## config.mk

```make
export PLATFORM = sky130hd
export DESIGN_NAME = saes_key_expand
export DESIGN_NICKNAME = d
export VERILOG_FILES = /design/src/rtl/saes_pkg.sv /design/src/rtl/saes_sub_nib8.sv /design/src/rtl/saes_key_expand.sv
export SDC_FILE = /design/constraint.sdc
export NUM_CORES = 1
export LEC_CHECK = 0
export CORE_ASPECT_RATIO = 0.8
export CORE_MARGIN = 10
export CORE_UTILIZATION = 50
export CTS_CLUSTER_DIAMETER = 30
export DETAILED_ROUTE_END_ITERATION = 16
export GPL_TIMING_DRIVEN = 0
export PLACE_DENSITY = 0.84
export SKIP_CTS_REPAIR_TIMING = 1
export SLEW_MARGIN = 0
export SYNTH_ARGS = -nofsm -noshare
export SYNTH_HDL_FRONTEND = slang
export SYNTH_SLANG_ARGS = --single-unit
```

## constraint.sdc

```tcl
create_clock -name clk -period 3.57 [get_ports clk]
set_input_delay 0.357 -clock clk [delete_from_list [all_inputs] [get_ports clk]]
set_output_delay 0.357 -clock clk [all_outputs]
set_load 0.005 [all_outputs]
```

## src/rtl/saes_pkg.sv

```systemverilog
// Shared simplified-AES definitions: widths, key-schedule round constants and key-expansion FSM states.
package saes_pkg;

    localparam int NIB_W  = 4;
    localparam int WORD_W = 8;
    localparam int KEY_W  = 16;

    localparam logic [WORD_W-1:0] RCON1 = 8'h80;
    localparam logic [WORD_W-1:0] RCON2 = 8'h30;

    typedef enum logic [1:0] {
        IDLE = 2'd0,
        RND1 = 2'd1,
        RND2 = 2'd2
    } state_t;

endpackage

```

## src/rtl/saes_sub_nib8.sv

```systemverilog
// Byte-wide SubNib: the 4-bit S-AES encryption S-box applied to each nibble independently.
module saes_sbox4
    import saes_pkg::*;
(
    input  logic [NIB_W-1:0] nib_in,
    output logic [NIB_W-1:0] nib_out
);

    always_comb begin
        nib_out = 4'h0;
        case (nib_in)
            4'h0: nib_out = 4'h9;
            4'h1: nib_out = 4'h4;
            4'h2: nib_out = 4'hA;
            4'h3: nib_out = 4'hB;
            4'h4: nib_out = 4'hD;
            4'h5: nib_out = 4'h1;
            4'h6: nib_out = 4'h8;
            4'h7: nib_out = 4'h5;
            4'h8: nib_out = 4'h6;
            4'h9: nib_out = 4'h2;
            4'hA: nib_out = 4'h0;
            4'hB: nib_out = 4'h3;
            4'hC: nib_out = 4'hC;
            4'hD: nib_out = 4'hE;
            4'hE: nib_out = 4'hF;
            4'hF: nib_out = 4'h7;
            default: nib_out = 4'h0;
        endcase
    end

endmodule

module saes_sub_nib8
    import saes_pkg::*;
(
    input  logic [WORD_W-1:0] byte_in,
    output logic [WORD_W-1:0] byte_out
);

    saes_sbox4 u_sbox_hi (
        .nib_in  (byte_in[WORD_W-1:NIB_W]),
        .nib_out (byte_out[WORD_W-1:NIB_W])
    );

    saes_sbox4 u_sbox_lo (
        .nib_in  (byte_in[NIB_W-1:0]),
        .nib_out (byte_out[NIB_W-1:0])
    );

endmodule

```

## src/rtl/saes_key_expand.sv

```systemverilog
// Sequential S-AES key expansion producing rk0/rk1/rk2 over a start/busy/valid handshake.
// Optional SAES_KEY_CACHE_EN: a start repeating the currently valid key is absorbed in IDLE.
module saes_key_expand
    import saes_pkg::*;
(
    input  logic             clk,
    input  logic             rst,
    input  logic             start,
    input  logic [KEY_W-1:0] key_in,
    output logic             busy,
    output logic             rk_valid,
    output logic [KEY_W-1:0] rk0,
    output logic [KEY_W-1:0] rk1,
    output logic [KEY_W-1:0] rk2
);

    state_t state, state_nxt;

    logic              cache_hit;
    logic              accept;
    logic [WORD_W-1:0] w_even_prev;
    logic [WORD_W-1:0] w_odd_prev;
    logic [WORD_W-1:0] rcon;
    logic [WORD_W-1:0] sub_out;
    logic [WORD_W-1:0] w_even;
    logic [WORD_W-1:0] w_odd;

`ifdef SAES_KEY_CACHE_EN
    assign cache_hit = rk_valid && (key_in == rk0);
`else
    assign cache_hit = 1'b0;
`endif

    assign accept = (state == IDLE) && start && !cache_hit;

    always_ff @(posedge clk or posedge rst) begin
        if (rst) state <= IDLE;
        else     state <= state_nxt;
    end

    always_comb begin
        state_nxt = state;
        case (state)
            IDLE:    if (accept) state_nxt = RND1;
            RND1:    state_nxt = RND2;
            RND2:    state_nxt = IDLE;
            default: state_nxt = IDLE;
        endcase
    end

    always_comb begin
        busy = (state == RND1) || (state == RND2);
    end

    // Shared SubNib: RND1 works from {w0,w1} in rk0, RND2 from {w2,w3} in rk1.
    always_comb begin
        if (state == RND2) begin
            w_even_prev = rk1[KEY_W-1:WORD_W];
            w_odd_prev  = rk1[WORD_W-1:0];
            rcon        = RCON2;
        end else begin
            w_even_prev = rk0[KEY_W-1:WORD_W];
            w_odd_prev  = rk0[WORD_W-1:0];
            rcon        = RCON1;
        end
    end

    saes_sub_nib8 u_sub_nib (
        .byte_in  ({w_odd_prev[NIB_W-1:0], w_odd_prev[WORD_W-1:NIB_W]}),
        .byte_out (sub_out)
    );

    assign w_even = w_even_prev ^ rcon ^ sub_out;
    assign w_odd  = w_even ^ w_odd_prev;

    always_ff @(posedge clk or posedge rst) begin
        if (rst) begin
            rk0      <= '0;
            rk1      <= '0;
            rk2      <= '0;
            rk_valid <= 1'b0;
        end else begin
            case (state)
                IDLE: begin
                    if (accept) begin
                        rk0      <= key_in;
                        rk_valid <= 1'b0;
                    end
                end
                RND1: rk1 <= {w_even, w_odd};
                RND2: begin
                    rk2      <= {w_even, w_odd};
                    rk_valid <= 1'b1;
                end
                default: ;
            endcase
        end
    end

endmodule

```

**After elaboration in Yosys (flattened, before gate mapping)**

Memories as Yosys holds them, arrays and structs flattened.
Index checks and enable logic that the tools add are counted.

- Register bits: 51
- Output and inout port bits: 50
- Word-level logic and storage cells: 26
- Input bits: 19
- ROM bits: 128
- Memories kept: 2

- Bitwise gates (word level): 3
- Eq/ne operators: 3
- Reduce and logical (&&, ||, !) cells: 6
- Multiplexer cells: 7

Memory list:

| memory | depth | width | read ports | clocked after Yosys merged registers in | wr ports | RTL line | source |
|---|---|---|---|---|---|---|---|
| (name not given) | 16 | 4 | 1 | 0 | 0 | saes_sub_nib8.sv:11 | `case (nib_in)` |
| (name not given) | 16 | 4 | 1 | 0 | 0 | saes_sub_nib8.sv:11 |  |

Operator list:

| cell | number |
|---|---|
| $mux 8 | 3 |
| $xor 8x8->8 | 3 |
| $pmux 2 s2 | 1 |
| $reduce_and 2->1 | 2 |
| $eq 2x1->1 const B | 1 |
| $eq 2x2->1 const B | 1 |
| $logic_not 2->1 | 1 |
| $mux 2 | 1 |
| $ne 2x2->1 const B | 1 |
| $pmux 1 s2 | 1 |
| $reduce_bool 2->1 | 1 |
| $logic_and 1x1->1 | 1 |
| $logic_or 1x1->1 | 1 |
| $mux 1 | 1 |

**Longest topological paths before layout**

Gate-level depths: netlist of run 1.

- Depth in word-level cells: 5
- Depth in mapped cells: 12
- Mapped depth without buffers: 11

**By module**

Synthesis of run 1 repeated with hierarchy kept, for this count alone.

- Cell total of the unflattened synthesis: 284
- Area total of the unflattened synthesis: 3176.8 µm²

Modules (own cells, without submodules):

| module | cells each | instances | area each (µm²) | seq. area each (µm²) |
|---|---|---|---|---|
| saes_key_expand | 235 | 1 | 2755.1 | 1276.2 |
| saes_sbox4 at u_sub_nib.u_sbox_lo | 24 | 1 | 212.7 | 0.0 |
| saes_sbox4 at u_sub_nib.u_sbox_hi | 25 | 1 | 209.0 | 0.0 |

**Worst setup path before layout of run 1**

No wires, ideal clock.

- Kind: flip-flop to flip-flop
- From: register state[0]
- To: register rk1[12]
- Stages on the path, launching flop included: 13
- Required time: 3445 ps
- Setup time: 125 ps
- Buffers on the path: 1
- Data arrival time: 2479 ps
- Period minus slack after synthesis: 2603 ps
- Slack: 967 ps
- Path through: dfrtp_1 inv_1 ha_1 buf_6 mux2i_2 inv_2 ha_1 nor2b_1 o32ai_1 a211oi_1 nor2_2 xor2_1 mux2_2

- Longest elaborated chain between the ends: 4
- Elaborated cells on any way between the ends: 8
- Classes of those cells: eq/ne (2); mux (3); bitwise (2); memory (1)

Ends and longest elaborated chain:

| element | RTL line | source |
|---|---|---|
| start, declared | saes_key_expand.sv:17 | `state_t state, state_nxt;` |
| start signal, assigned | saes_key_expand.sv:38 | `else state <= state_nxt;` |
| $eq 2x2->1 | saes_key_expand.sv:57 | `if (state == RND2) begin` |
| $mux 8 | saes_key_expand.sv:57 |  |
| net rcon[4] | saes_key_expand.sv:23 | `logic [WORD_W-1:0] rcon;` |
| $xor 8x8->8 (2 in a row) | saes_key_expand.sv:73 | `assign w_even = w_even_prev ^ rcon ^ sub_out;` |
| end signal, assigned | saes_key_expand.sv:90 | `RND1: rk1 <= {w_even, w_odd};` |
| end, declared | saes_key_expand.sv:13 | `output logic [KEY_W-1:0] rk1,` |

The timed path passes the listed nets, and every way through them passes these cells.
A chain may end at the register's enable or synchronous reset.

**Worst setup path after layout of run 1**

Ends and elaborated chain as after synthesis.

==> results, run 1 <==
- The type of destination of the critical path is a flop.
- The total global routing overflow is 0.
- The synthesized netlist cell count is between 200 and 300.
- After layout, the minimum clock period comes to 2.915 ns.
- The number of buffers added on ports is between 60 and 70.
- The mean routed wirelength per cell is 17.14 um.
- Across every metal layer, demand over resource in global routing totals 0.1522.
- On the final layout, the worst hold slack is 0.3327 ns.
- The actual transition at the worst max-transition pin is 0.5762 ns.
- Clock tree synthesis found a total of 51 sinks.
- The worst voltage drop across the vdd grid is ~550 uV.
- The run finished with clean final reports.
- After filler insertion, the fill cell instance count of the layout stands at 457.
- The antenna diode instance count is 0.
- Summing every instance area after synthesis gives 0.002879 mm2.
- For this design the ratio of total power to cell area is 1242 mW/mm2.
- In this run the tightest slew margin relative to its limit is 0.6048.
- The classification of the worst setup path is reg -> reg.
- Of the synthesized area, sequential elements account for 0.4433.
- The kind of start point of the critical path is a flop.
- The biggest cell delay along the critical path is approximately 0.47 ns.
- Synthesis inferred 51 register bits.
- The gate family responsible for the most delay along the worst path is multiplexers.
- The number of buffers and inverters on the critical path is 3.
- The floorplan step set the die width to 104.8 um.
- For this run, the top clock speed supported by timing is between 300 and 400 MHz.
- The number of CTS-inserted buffers is 5.
- The boundary pin count is 69.
- The area growth from synthesis to layout is 31.20%.
- The type of the most critical hold path is in -> async.
- The number of global-route vias before repair is 2150.
- The die covers about 0.0092 mm2.
- The final routed wirelength across all metal layers is 6.978 mm.
- The sum of net half-perimeters after detailed placement is 5.309 mm.
- The number of hold-slack violations in the final timing report is 0.
- The maximum root-to-sink buffer count is 2.
- The iteration-0 DRC count of the detailed router is 101.
- The depth of the CTS H-tree is 2.
- The TritonCTS clock tree is built.
- The post-synthesis net count is around 280.
- In the routed design, unresolved DRC markers number 0.
- The maximum number of pins on one net before global-route repair is 38.
- The cell with the most instances on the worst path is sky130_fd_sc_hd__ha_1.
- The synthesized netlist contains 38 unique library cells.
- The number of maximum-capacitance violations is 0.
- Clock skew on the completed layout was measured at 0.007472 ns.
- The setup total negative slack is 0 ns.
- Setup repair after global routing left no endpoint under its margin.
- Of the cells placed in the final design, the portion with a size suffix greater than 1 is 0.1976.
- The number of antenna-violating nets in the routed design is 0.
- The total leakage power is 1.513 nW.
- The global-route wire length before repair is 11.34 mm.
- The latest clock arrival within the worst-skew pair is 0.30 ns.
- The number of antenna violations at the first check in global routing is 0.
- At the end of routability-driven placement, the weighted congestion stood at between 0.8 and 0.9.
- The biggest fanout along the worst timing path is 9.
- For this design, the slowest cell found on the critical path is sky130_fd_sc_hd__mux2i_2.
- The final-report max-slew violation count is 0.
- For this configuration, the core starts out at a cell density of 0.5211.
- Clock-pin slew was measured on the worst setup and hold paths at 0.10 ns.
- The number of search-and-repair iterations in the first detailed-routing pass is 4.
- The area of the core region is 0.005525 mm2.
- The cell at the root of the clock tree is sky130_fd_sc_hd__clkbuf_8.
- The data required time of the critical path is 3.76 ns.
- The routed layout has 2147 vias.
- Of the available clock period, the critical path in the final layout requires 0.8165.
- The signal on the critical path passes through inv_1 > ha_1 > buf_6 > mux2i_2 > inv_2 > ha_1 > nor2b_1 > o32ai_1 > a211oi_1 > nor2_2 > xor2_1 > mux2_2.
- The number of setup violations in the final report is 0.
- The final-stage net count is ~360.
- The overall die height is roughly 88 um.
- The data arrival time of the critical path is 3.11 ns.
- The routed via count divided by cell count is roughly 5.3.
- During synthesis, Yosys emitted a total of 0 warnings.
- In this run the core area contains 24 standard-cell rows.
- The mean area per synthesized cell is 11.42 um2.
metrics by stage:
step                      cell area [um2]  cells  setup WS, ns  utilization  total power [mW]
after CTS                            3777    407        0.6665       0.6837             4.729
after detailed placement             3677    399        0.7000       0.6655             4.345
final                                3777    407        0.6551       0.6837             4.693
after floorplan                      2879    252        0.9668            -             3.287
after global placement               3657    398        0.7050       0.6619             4.236
after global routing                 3777    407        0.3828       0.6837             5.079
registers in the layout, indices dropped and copies added (netlist names):
signal and count:
rk0 16, rk1 16, rk2 16, state 2, rk_valid 1
power breakdown:
part	internal (mW)	switching, mW	total [mW]
Sequential	0.885	0.304	1.19
Combinational	1.72	1.41	3.13
Clock	0.177	0.192	0.370
cells in the mapped netlist, drive strengths merged:
cell,n,share of area
a21o,1,0.0026
nor2b,3,0.0065
o32ai,1,0.0030
nand3b,1,0.0026
inv,9,0.012
ha,8,0.035
mux2,37,0.15
xnor2,33,0.10
a211oi,5,0.013
o22ai,1,0.0022
nand2b,3,0.0065
xor2,6,0.018
mux2i,13,0.056
o221ai,1,0.0052
nor2,23,0.032
o31ai,1,0.0026
a31oi,1,0.0022
nand2,5,0.0065
clkbuf,5,0.0065
a22o,1,0.0035
o21ai,6,0.010
dfrtp,51,0.44
nand3,3,0.0070
o311ai,1,0.0057
buf,6,0.015
a21oi,27,0.050
path summary, 6_finish.rpt:
path	to	from	slack [ns]	depth (start not counted)
max in group asynchronous	rk1[4]	rst	2.72	3
setup reg to reg	rk1[12]	state[0]	0.66	12
hold reg to reg	rk2[4]	rk2[4]	0.51	1
setup / recovery	rk1[12]	state[0]	0.66	12
hold / removal	rk_valid	rst	0.33	2
min in group clk	rk2[4]	rk2[4]	0.51	1
worst register-to-register path, delay by kind of cell, from the launching register on:
kind,cells,cell delay [ns]
xor+xnor,1,0.18
buf+inv,3,0.41
compound gates,2,0.37
mux,2,0.74
simple gates,2,0.25
fa+ha+maj,2,0.41
flops,1,0.43
layout make-up:
| cell class | instances | area, um2 | area share |
|---|---|---|---|
| Tap cell | 78 | 97.59 | 0.02584 |
| Clock buffer | 8 | 100.1 | 0.02650 |
| Timing Repair Buffer | 69 | 700.7 | 0.1855 |
| Sequential cell | 51 | 1276 | 0.3379 |
| Buffer | 11 | 62.56 | 0.01656 |
| Inverter | 9 | 33.78 | 0.008943 |
| Multi-Input combinational cell | 181 | 1506 | 0.3988 |
layer usage:
metal	GRT usage	share of wire
met1	0.1973	0.45
met2	0.2452	0.47
met3	0.05282	0.073
met4	0.02612	0.0024
met5	0	0
cells in the final DEF (no fill, tap or decap), types with 4 or more instances in the layout:
cell	count
sky130_fd_sc_hd__inv_1	6
sky130_fd_sc_hd__nand2_1	5
sky130_fd_sc_hd__clkdlybuf4s50_1	68
sky130_fd_sc_hd__clkbuf_1	6
sky130_fd_sc_hd__dfrtp_1	51
sky130_fd_sc_hd__mux2i_1	9
sky130_fd_sc_hd__clkbuf_8	7
sky130_fd_sc_hd__mux2_2	33
sky130_fd_sc_hd__mux2_4	4
sky130_fd_sc_hd__a211oi_1	5
sky130_fd_sc_hd__xor2_1	6
sky130_fd_sc_hd__nor2_1	21
sky130_fd_sc_hd__ha_1	8
sky130_fd_sc_hd__o21ai_0	4
sky130_fd_sc_hd__a21oi_1	25
sky130_fd_sc_hd__xnor2_1	32
logic make-up (layout without fill, tap and decap cells):
logic type / after synthesis / after routing / synth area share
DFF: 51 / 51 / 0.4433
muxes: 50 / 50 / 0.2064
AOI/OAI and AO/OA: 46 / 46 / 0.09996
xor gates and xnor gates: 39 / 39 / 0.1213
and+or+nand+nor: 38 / 38 / 0.06085
buffers and inverters: 20 / 97 / 0.03347
adders and majority gates: 8 / 8 / 0.03477
No activity file was read; power rests on OpenSTA's default activity.
==> run 2, diff against run 1 <==
--- a/config.mk
+++ b/config.mk
@@ -7,11 +7,11 @@
 export LEC_CHECK = 0
 export CORE_ASPECT_RATIO = 0.8
 export CORE_MARGIN = 10
-export CORE_UTILIZATION = 50
+export CORE_UTILIZATION = 45
 export CTS_CLUSTER_DIAMETER = 30
 export DETAILED_ROUTE_END_ITERATION = 16
 export GPL_TIMING_DRIVEN = 0
-export PLACE_DENSITY = 0.84
+export PLACE_DENSITY = 0.8
 export SKIP_CTS_REPAIR_TIMING = 1
 export SLEW_MARGIN = 0
 export SYNTH_ARGS = -nofsm -noshare
==> constraint.sdc (replaced) <==
create_clock -name clk -period 2.35 [get_ports clk]
set_input_delay 0.235 -clock clk [delete_from_list [all_inputs] [get_ports clk]]
set_output_delay 0.235 -clock clk [all_outputs]
set_load 0.005 [all_outputs]
==> results, run 2 (same netlist as run 1, synthesis figures left out) <==
- The achievable frequency is 379.1 MHz (+10%).
- The latest clock arrival within the worst-skew pair is 0.31 ns (about the same).
- In the final layout, the registers with the most flip-flops are rk0 (16), rk1 (16), rk2 (16).
- In this run the top signal layer used is met4.
- The share of final-layout standard cells stronger than drive strength 1 is 0.3285 (+0.1310).
- The number of antenna violations at the first check in global routing was 0 (unchanged).
- The number of CTS-inserted buffers is 5 (unchanged).
- The share of the core filled with cells is 0.6938 (+0.01016).
- The count of filler cells inserted in the layout came to 436 (-4.6%).
- The boundary pin count is 69 (unchanged).
- The worst hold margin was 0.1609 ns (-0.1719 ns).
- The worst slew margin relative to its limit was 0.5629 (-0.04194).
- The combinational share of power is 0.719 (+0.051).
- The biggest cell delay along the critical path was 0.44 ns (-0.03 ns).
- The routed via count divided by cell count is 5.250 (-0.48%).
- The tree is rooted in a sky130_fd_sc_hd__clkbuf_8.
- The global-route wire length before repair came to 11.25 mm (-0.85%).
- The number of buffers added on ports is 68 (unchanged).
- The number of setup violations in the final report is 16 (+16).
- The number of hold-slack violations in the final timing report was 0 (unchanged).
- The clock-pin transition on the worst setup and hold timing paths came to 0.10 ns (about the same).
- The internal portion of total power is 4.957 mW (+78%).
- The storage element area is 0.001276 mm2 (unchanged).
- The setup clock skew after layout is 0.01095 ns (+0.003479 ns).
- The worst-case setup margin in the final layout is -0.2881 ns (-0.9432 ns).
- The cell that appears most often on the critical path is sky130_fd_sc_hd__ha_4.
- The maximum number of pins on one net before global-route repair is 42 (+11%).
- The iteration-0 DRC count of the detailed router is 98 (-3.0%).
- The worst voltage drop across the vdd grid is 870.9 uV (+60%).
- The power density over the cells is 1994 mW/mm2 (+60%).
- The number of maximum-capacitance violations is 0 (unchanged).
- The antenna diode instance count is 0 (unchanged).
- The worst setup path is of the reg -> reg kind.
- The area of the core region came to 0.006068 mm2 (+9.8%).
- The biggest fanout along the worst timing path came to 5 (-4).
- The total global routing overflow is 0 (unchanged).
- The length of routed wiring on met1 came to 3.413 mm (+8.0%).
- The final routed wirelength across all metal layers is 7.859 mm (+13%).
- Setup repair after global routing could not meet its margin everywhere.
- The number of antenna-violating nets in the routed design came to 0 (unchanged).
- The origin of the worst setup path is state[0].
- The total routing resource utilization after global routing was 0.1388 (-0.01335).
- The placer's final routability congestion estimate is 0.8690 (-2.8%).
- Leaving out fill and tap cells, the most frequent cell in the layout is sky130_fd_sc_hd__clkdlybuf4s50_1.
- The combined buffer and inverter count along the critical path was 3 (unchanged).
- The number of search-and-repair iterations in the first detailed-routing pass is 4 (unchanged).
- The signal on the critical path passes through inv_2 > ha_4 > buf_12 > mux2_4 > inv_4 > ha_4 > nor2b_4 > o32ai_2 > a21oi_2 > nor2_4 > xnor2_1 > mux2_2.
- The worst setup path is captured at a flop.
- The DRC violation count after routing was 0 (unchanged).
- The starting utilization of the core area is 0.4744 (-0.04663).
- The run finished, with violations left.
- The final-stage net count is 375 (+5.6%).
- TritonCTS built the clock tree.
- The area occupied by multi-input gates is 0.001750 mm2 (+16%).
- The number of global-route vias before repair is 2195 (+2.1%).
- The area of the die is 0.01002 mm2 (+8.7%).
- The fraction of power consumed by the clock network is 0.058 (-0.021).
- The total length of routed met2 wires is 3.791 mm (+15%).
- The fraction of the cycle the final worst path needs is 1.123 (+0.3061).
- The kind of start point of the critical path is a flop.
- The switching power share of the total is 0.4095 (+0.003343).
- The minimum clock period is 2.638 ns (-0.2768 ns).
- From synthesis to final layout, the design area changed by 46.24%.
- The number of clock sinks came to 51 (unchanged).
- The mean routed wirelength per cell is 18.36 um (+7.1%).
- The data required time of the critical path is 2.55 ns (-1.21 ns).
- The gate family responsible for the most delay along the worst path is multiplexers.
- The switching power of the nets is 3.438 mW (+80%).
- The sum of net half-perimeters after detailed placement came to 5.351 mm (+0.78%).
- The final-report max-slew violation count is 0 (unchanged).
- The actual transition at the worst max-transition pin is 0.6556 ns (+0.07940 ns).
- The total via count after detailed routing was 2247 (+4.7%).
- The total number of placement rows is 25 (+4.2%).
- In this run the worst hold path is classified as in -> async.
- The checks that failed: setup timing.
- The total leakage power is 1.696 nW (+12%).
- The maximum root-to-sink buffer count is 2 (unchanged).
- The die extent in x is 109.4 um (+4.4%).
- On the critical path, the stage with the largest delay is an instance of sky130_fd_sc_hd__dfrtp_1.
- The depth of the CTS H-tree is 2 (unchanged).
- The routed length on met3 is 599 um (+18%).
- In this run the critical register-to-register path is launched from state[0].
- The part of the total power dissipated in sequential elements is 0.223 (-0.031).
- The overall die height is 91.54 um (+4.2%).
- The data arrival time of the critical path is 2.83 ns (-0.28 ns).
- The library cells used most frequently in the layout, excluding fill and tap cells, are sky130_fd_sc_hd__clkdlybuf4s50_1, sky130_fd_sc_hd__dfrtp_1, sky130_fd_sc_hd__mux2_2, sky130_fd_sc_hd__xnor2_1, sky130_fd_sc_hd__a21oi_1.
## run 2: power groups by stage
stage	clock (mW)	combinational, mW	sequential, mW
floorplan	0	3.37	1.79
global placement	0	4.80	1.82
detailed placement	0	4.92	1.84
CTS	0.493	4.94	1.83
global route	0.523	6.47	1.95
finish	0.486	6.04	1.87
## run 2: final timing paths
| kind | slack (ns) | to | cells past startpoint |
|---|---|---|---|
| worst max-delay path | -0.29 | rk1[4] | 12 |
| worst min-delay path | 0.16 | rk_valid | 2 |
| worst max register to register | -0.29 | rk1[4] | 12 |
| worst min register to register | 0.51 | rk2[7] | 1 |
| max in group asynchronous | 1.69 | rk1[0] | 3 |
| min in group clk | 0.51 | rk2[7] | 1 |
## run 2: routing by layer
layer / vias up / track usage
met1: 1122 / 0.1756
met3: 5 / 0.05155
met5: - / 0
met4: 0 / 0.03355
met2: 64 / 0.2183
li1: 1056 / -
## run 2: through the flow
stage	cells	setup WS, ns	instance area [um2]	total power, mW	setup TNS, ns
6_report	428	-0.2881	4210	8.394	-2.202
5_1_grt	428	-0.3288	4210	8.943	-4.000
4_1_cts	408	-0.3764	3830	7.261	-3.074
3_5_place_dp	402	-0.3575	3754	6.755	-2.720
3_3_place_gp	401	-0.3252	3734	6.618	-7.714
2_1_floorplan	252	-0.1147	2952	5.155	-0.3983
## run 2: area by class of cell
class	count	share of cell area
clock inverters	1	0.001783
clock buffers	5	0.01634
multi-input cells	181	0.4158
well taps	81	0.02407
repair buffers	90	0.2155
plain buffers	10	0.01426
inverters	9	0.009212
flip-flops and latches	51	0.3031
==> run 3, diff against run 2 <==
--- a/config.mk
+++ b/config.mk
@@ -5,7 +5,7 @@
 export SDC_FILE = /design/constraint.sdc
 export NUM_CORES = 1
 export LEC_CHECK = 0
-export CORE_ASPECT_RATIO = 0.8
+export CORE_ASPECT_RATIO = 0.75
 export CORE_MARGIN = 10
 export CORE_UTILIZATION = 45
 export CTS_CLUSTER_DIAMETER = 30
==> results, run 3 (same netlist as run 1, synthesis figures left out) <==
- The number of antenna-violating nets in the routed design is 0 (unchanged).
- The minimum clock period came to 2.540 ns (-0.09827 ns).
- The worst voltage drop across the vdd grid is 941.8 uV (+8.1%).
- The final routed wirelength across all metal layers is 7.662 mm (-2.5%).
- The layout overhead on the synthesized area is 46.02%.
- The worst slew margin relative to its limit is 0.5626 (about the same).
- Setup repair after global routing could not meet its margin everywhere.
- The TritonCTS clock tree is built.
- The global-route wire length before repair came to 11.67 mm (+3.7%).
- The number of setup violations in the final report is 12 (-4).
- The flow ran to the end, but the final reports show violations.
- The final-report max-slew violation count is 0 (unchanged).
- The overall die height is 89.27 um (-2.5%).
- The combinational share of power is 0.714 (-0.005).
- The cell at the root of the clock tree is sky130_fd_sc_hd__clkbuf_8.
- The power density over the cells is 1983 mW/mm2 (-0.53%).
- The total global routing overflow came to 0 (unchanged).
- The actual transition at the worst max-transition pin is 0.6561 ns (+0.0004827 ns).
- The number of maximum-capacitance violations is 0 (unchanged).
- The number of global-route vias before repair is 2226 (+1.4%).
- The number of buffers added on ports is 68 (unchanged).
- The routed length on met3 is 448 um (-25%).
- The slowest stage of the critical path is the sky130_fd_sc_hd__dfrtp_1 cell.
- Routed signal wires occupy layers up through met4.
- The area of the core region is 0.006256 mm2 (+3.1%).
- The maximum number of pins on one net before global-route repair was 42 (unchanged).
- The total via count after detailed routing came to 2250 (+0.13%).
- The number of antenna violations at the first check in global routing is 0 (unchanged).
- The switching power of the nets is 3.415 mW (-0.66%).
- The iteration-0 DRC count of the detailed router was 57 (-42%).
- The number of search-and-repair iterations in the first detailed-routing pass is 4 (unchanged).
- The length of routed wiring on met1 is 3.511 mm (+2.9%).
- The maximum root-to-sink buffer count was 2 (unchanged).
- The die extent in x is 112.4 um (+2.7%).
- The number of clock sinks is 51 (unchanged).
- The sum of internal, switching and leakage power was 8.337 mW (-0.68%).
- The fraction of power consumed by the clock network is 0.062 (+0.004).
- The library cells used most frequently in the layout, excluding fill and tap cells, are sky130_fd_sc_hd__clkdlybuf4s50_1, sky130_fd_sc_hd__dfrtp_1, sky130_fd_sc_hd__mux2_2.
- The gate family responsible for the most delay along the worst path is multiplexers.
- The total leakage power was 1.688 nW (-0.50%).
- The checks that failed: setup timing.
- The sum of net half-perimeters after detailed placement was 5.363 mm (+0.24%).
- The total routing resource utilization after global routing is 0.1445 (+0.005626).
- STA classifies the critical path endpoint as a flop.
- The internal portion of total power is 4.922 mW (-0.70%).
- The number of hold-slack violations in the final timing report is 0 (unchanged).
- The cell with the most instances on the worst path is sky130_fd_sc_hd__ha_4.
- The biggest cell delay along the critical path is 0.43 ns (about the same).
- The worst-case register-to-register setup slack is -0.19 ns (+0.10 ns).
- The type of the most critical hold path is in -> async.
- The boundary pin count came to 69 (unchanged).
- The part of the total power dissipated in sequential elements came to 0.224 (about the same).
- STA classifies the critical path startpoint as a flop.
- The starting utilization of the core area is 0.4602 (-0.01423).
- The largest registers in the layout are rk0 (16), rk1 (16), rk2 (16).
- The data arrival time of the critical path is 2.75 ns (-0.08 ns).
- The fraction of the cycle the final worst path needs came to 1.081 (-0.04182).
- The number of CTS-inserted buffers came to 5 (unchanged).
- The setup path with the least slack is of type reg -> reg.
- The combined buffer and inverter count along the critical path was 3 (unchanged).
- The routed via count divided by cell count is 5.269 (+0.37%).
- The achievable frequency is 393.7 MHz (+3.9%).
- The depth of the CTS H-tree is 2 (unchanged).
- The signal on the critical path passes through inv_2 > ha_4 > buf_12 > mux2_4 > inv_6 > ha_4 > nor2b_4 > o32ai_2 > a21oi_2 > nor2_4 > xor2_1 > mux2_2.
- The area of the die is 0.01003 mm2 (+0.14%).
- The switching power share of the total is 0.4096 (about the same).
- The latest clock arrival within the worst-skew pair is 0.31 ns (about the same).
- The data required time of the critical path came to 2.56 ns (about the same).
- Leaving out fill and tap cells, the most frequent cell in the layout is sky130_fd_sc_hd__clkdlybuf4s50_1.
- The antenna diode instance count came to 0 (unchanged).
- The DRC violation count after routing came to 0 (unchanged).
- The worst-case setup margin in the final layout came to -0.1898 ns (+0.09827 ns).
- The final design area excluding fillers is 0.004204 mm2 (-0.15%).
- The setup clock skew after layout is 0.008662 ns (-0.002289 ns).
- The final-stage net count is 373 (-0.53%).
- The storage element area came to 0.001276 mm2 (unchanged).
- The instance area at placement came to 0.003754 mm2 (unchanged).
- The area occupied by multi-input gates is 0.001790 mm2 (+2.3%).
- The share of final-layout standard cells stronger than drive strength 1 was 0.3324 (+0.003840).
- The count of filler cells inserted in the layout is 489 (+12%).
- The total length of routed met2 wires is 3.634 mm (-4.1%).
- The placer's final routability congestion estimate is 0.8656 (-0.39%).
- The mean routed wirelength per cell is 17.94 um (-2.3%).
- The biggest fanout along the worst timing path is 8 (+3).
- The total number of placement rows is 25 (unchanged).
- The pre-CTS worst setup slack was -0.3607 ns (-0.003154 ns).
- The clock-pin transition on the worst setup and hold timing paths is 0.09 ns (about the same).
## run 3: changes by cell type in the layout (fill, tap and decap cells not counted), sizes merged
cell | previous run | this run
clkinvlp | 1 | 0
buf | 24 | 23
clkinv | 0 | 1
## run 3: worst paths after layout
path	start	end	cells after the start
worst max-delay path	state[0]	rk1[12]	12
worst min-delay path	rst	rk2[6]	2
worst max register to register	state[0]	rk1[12]	12
worst min register to register	rk2[8]	rk2[8]	1
max in group asynchronous	rst	rk0[3]	3
min in group clk	rk2[8]	rk2[8]	1
## run 3: area by class of cell
class | count | share of cell area
timing repair buffer | 88 | 0.2015
sequential | 51 | 0.3036
clock buffer | 6 | 0.01964
multi-input combinational | 181 | 0.4259
inverter | 9 | 0.009821
clock inverter | 1 | 0.001190
tap | 81 | 0.02411
buffer | 10 | 0.01429
## run 3: power groups by stage
stage                     Sequential (mW)  Clock, mW  Combinational [mW]
final                                1.87      0.520                5.95
after CTS                            1.84      0.527                4.93
after global placement               1.82          0                4.80
after detailed placement             1.85          0                4.91
after floorplan                      1.79          0                3.37
after global routing                 1.95      0.574                6.44
## run 3: metrics by stage
| step | setup TNS (ns) | cells | hold slack [ns] | util |
|---|---|---|---|---|
| after floorplan | -0.3983 | 252 | 0.3213 | - |
| final | -1.113 | 427 | 0.1654 | 0.6720 |
| after global routing | -2.939 | 427 | 0.1934 | 0.6720 |
| after CTS | -3.157 | 409 | 0.1771 | 0.6140 |
| after global placement | -7.270 | 401 | 0.4971 | 0.5968 |
| after detailed placement | -2.651 | 402 | 0.4997 | 0.6000 |
## run 3: metal layers
layer  vias to the layer above  track usage
met5                         -            0
met3                         8      0.04896
met1                      1130       0.1862
met2                        52       0.2273
li1                       1060            -
met4                         0      0.03908
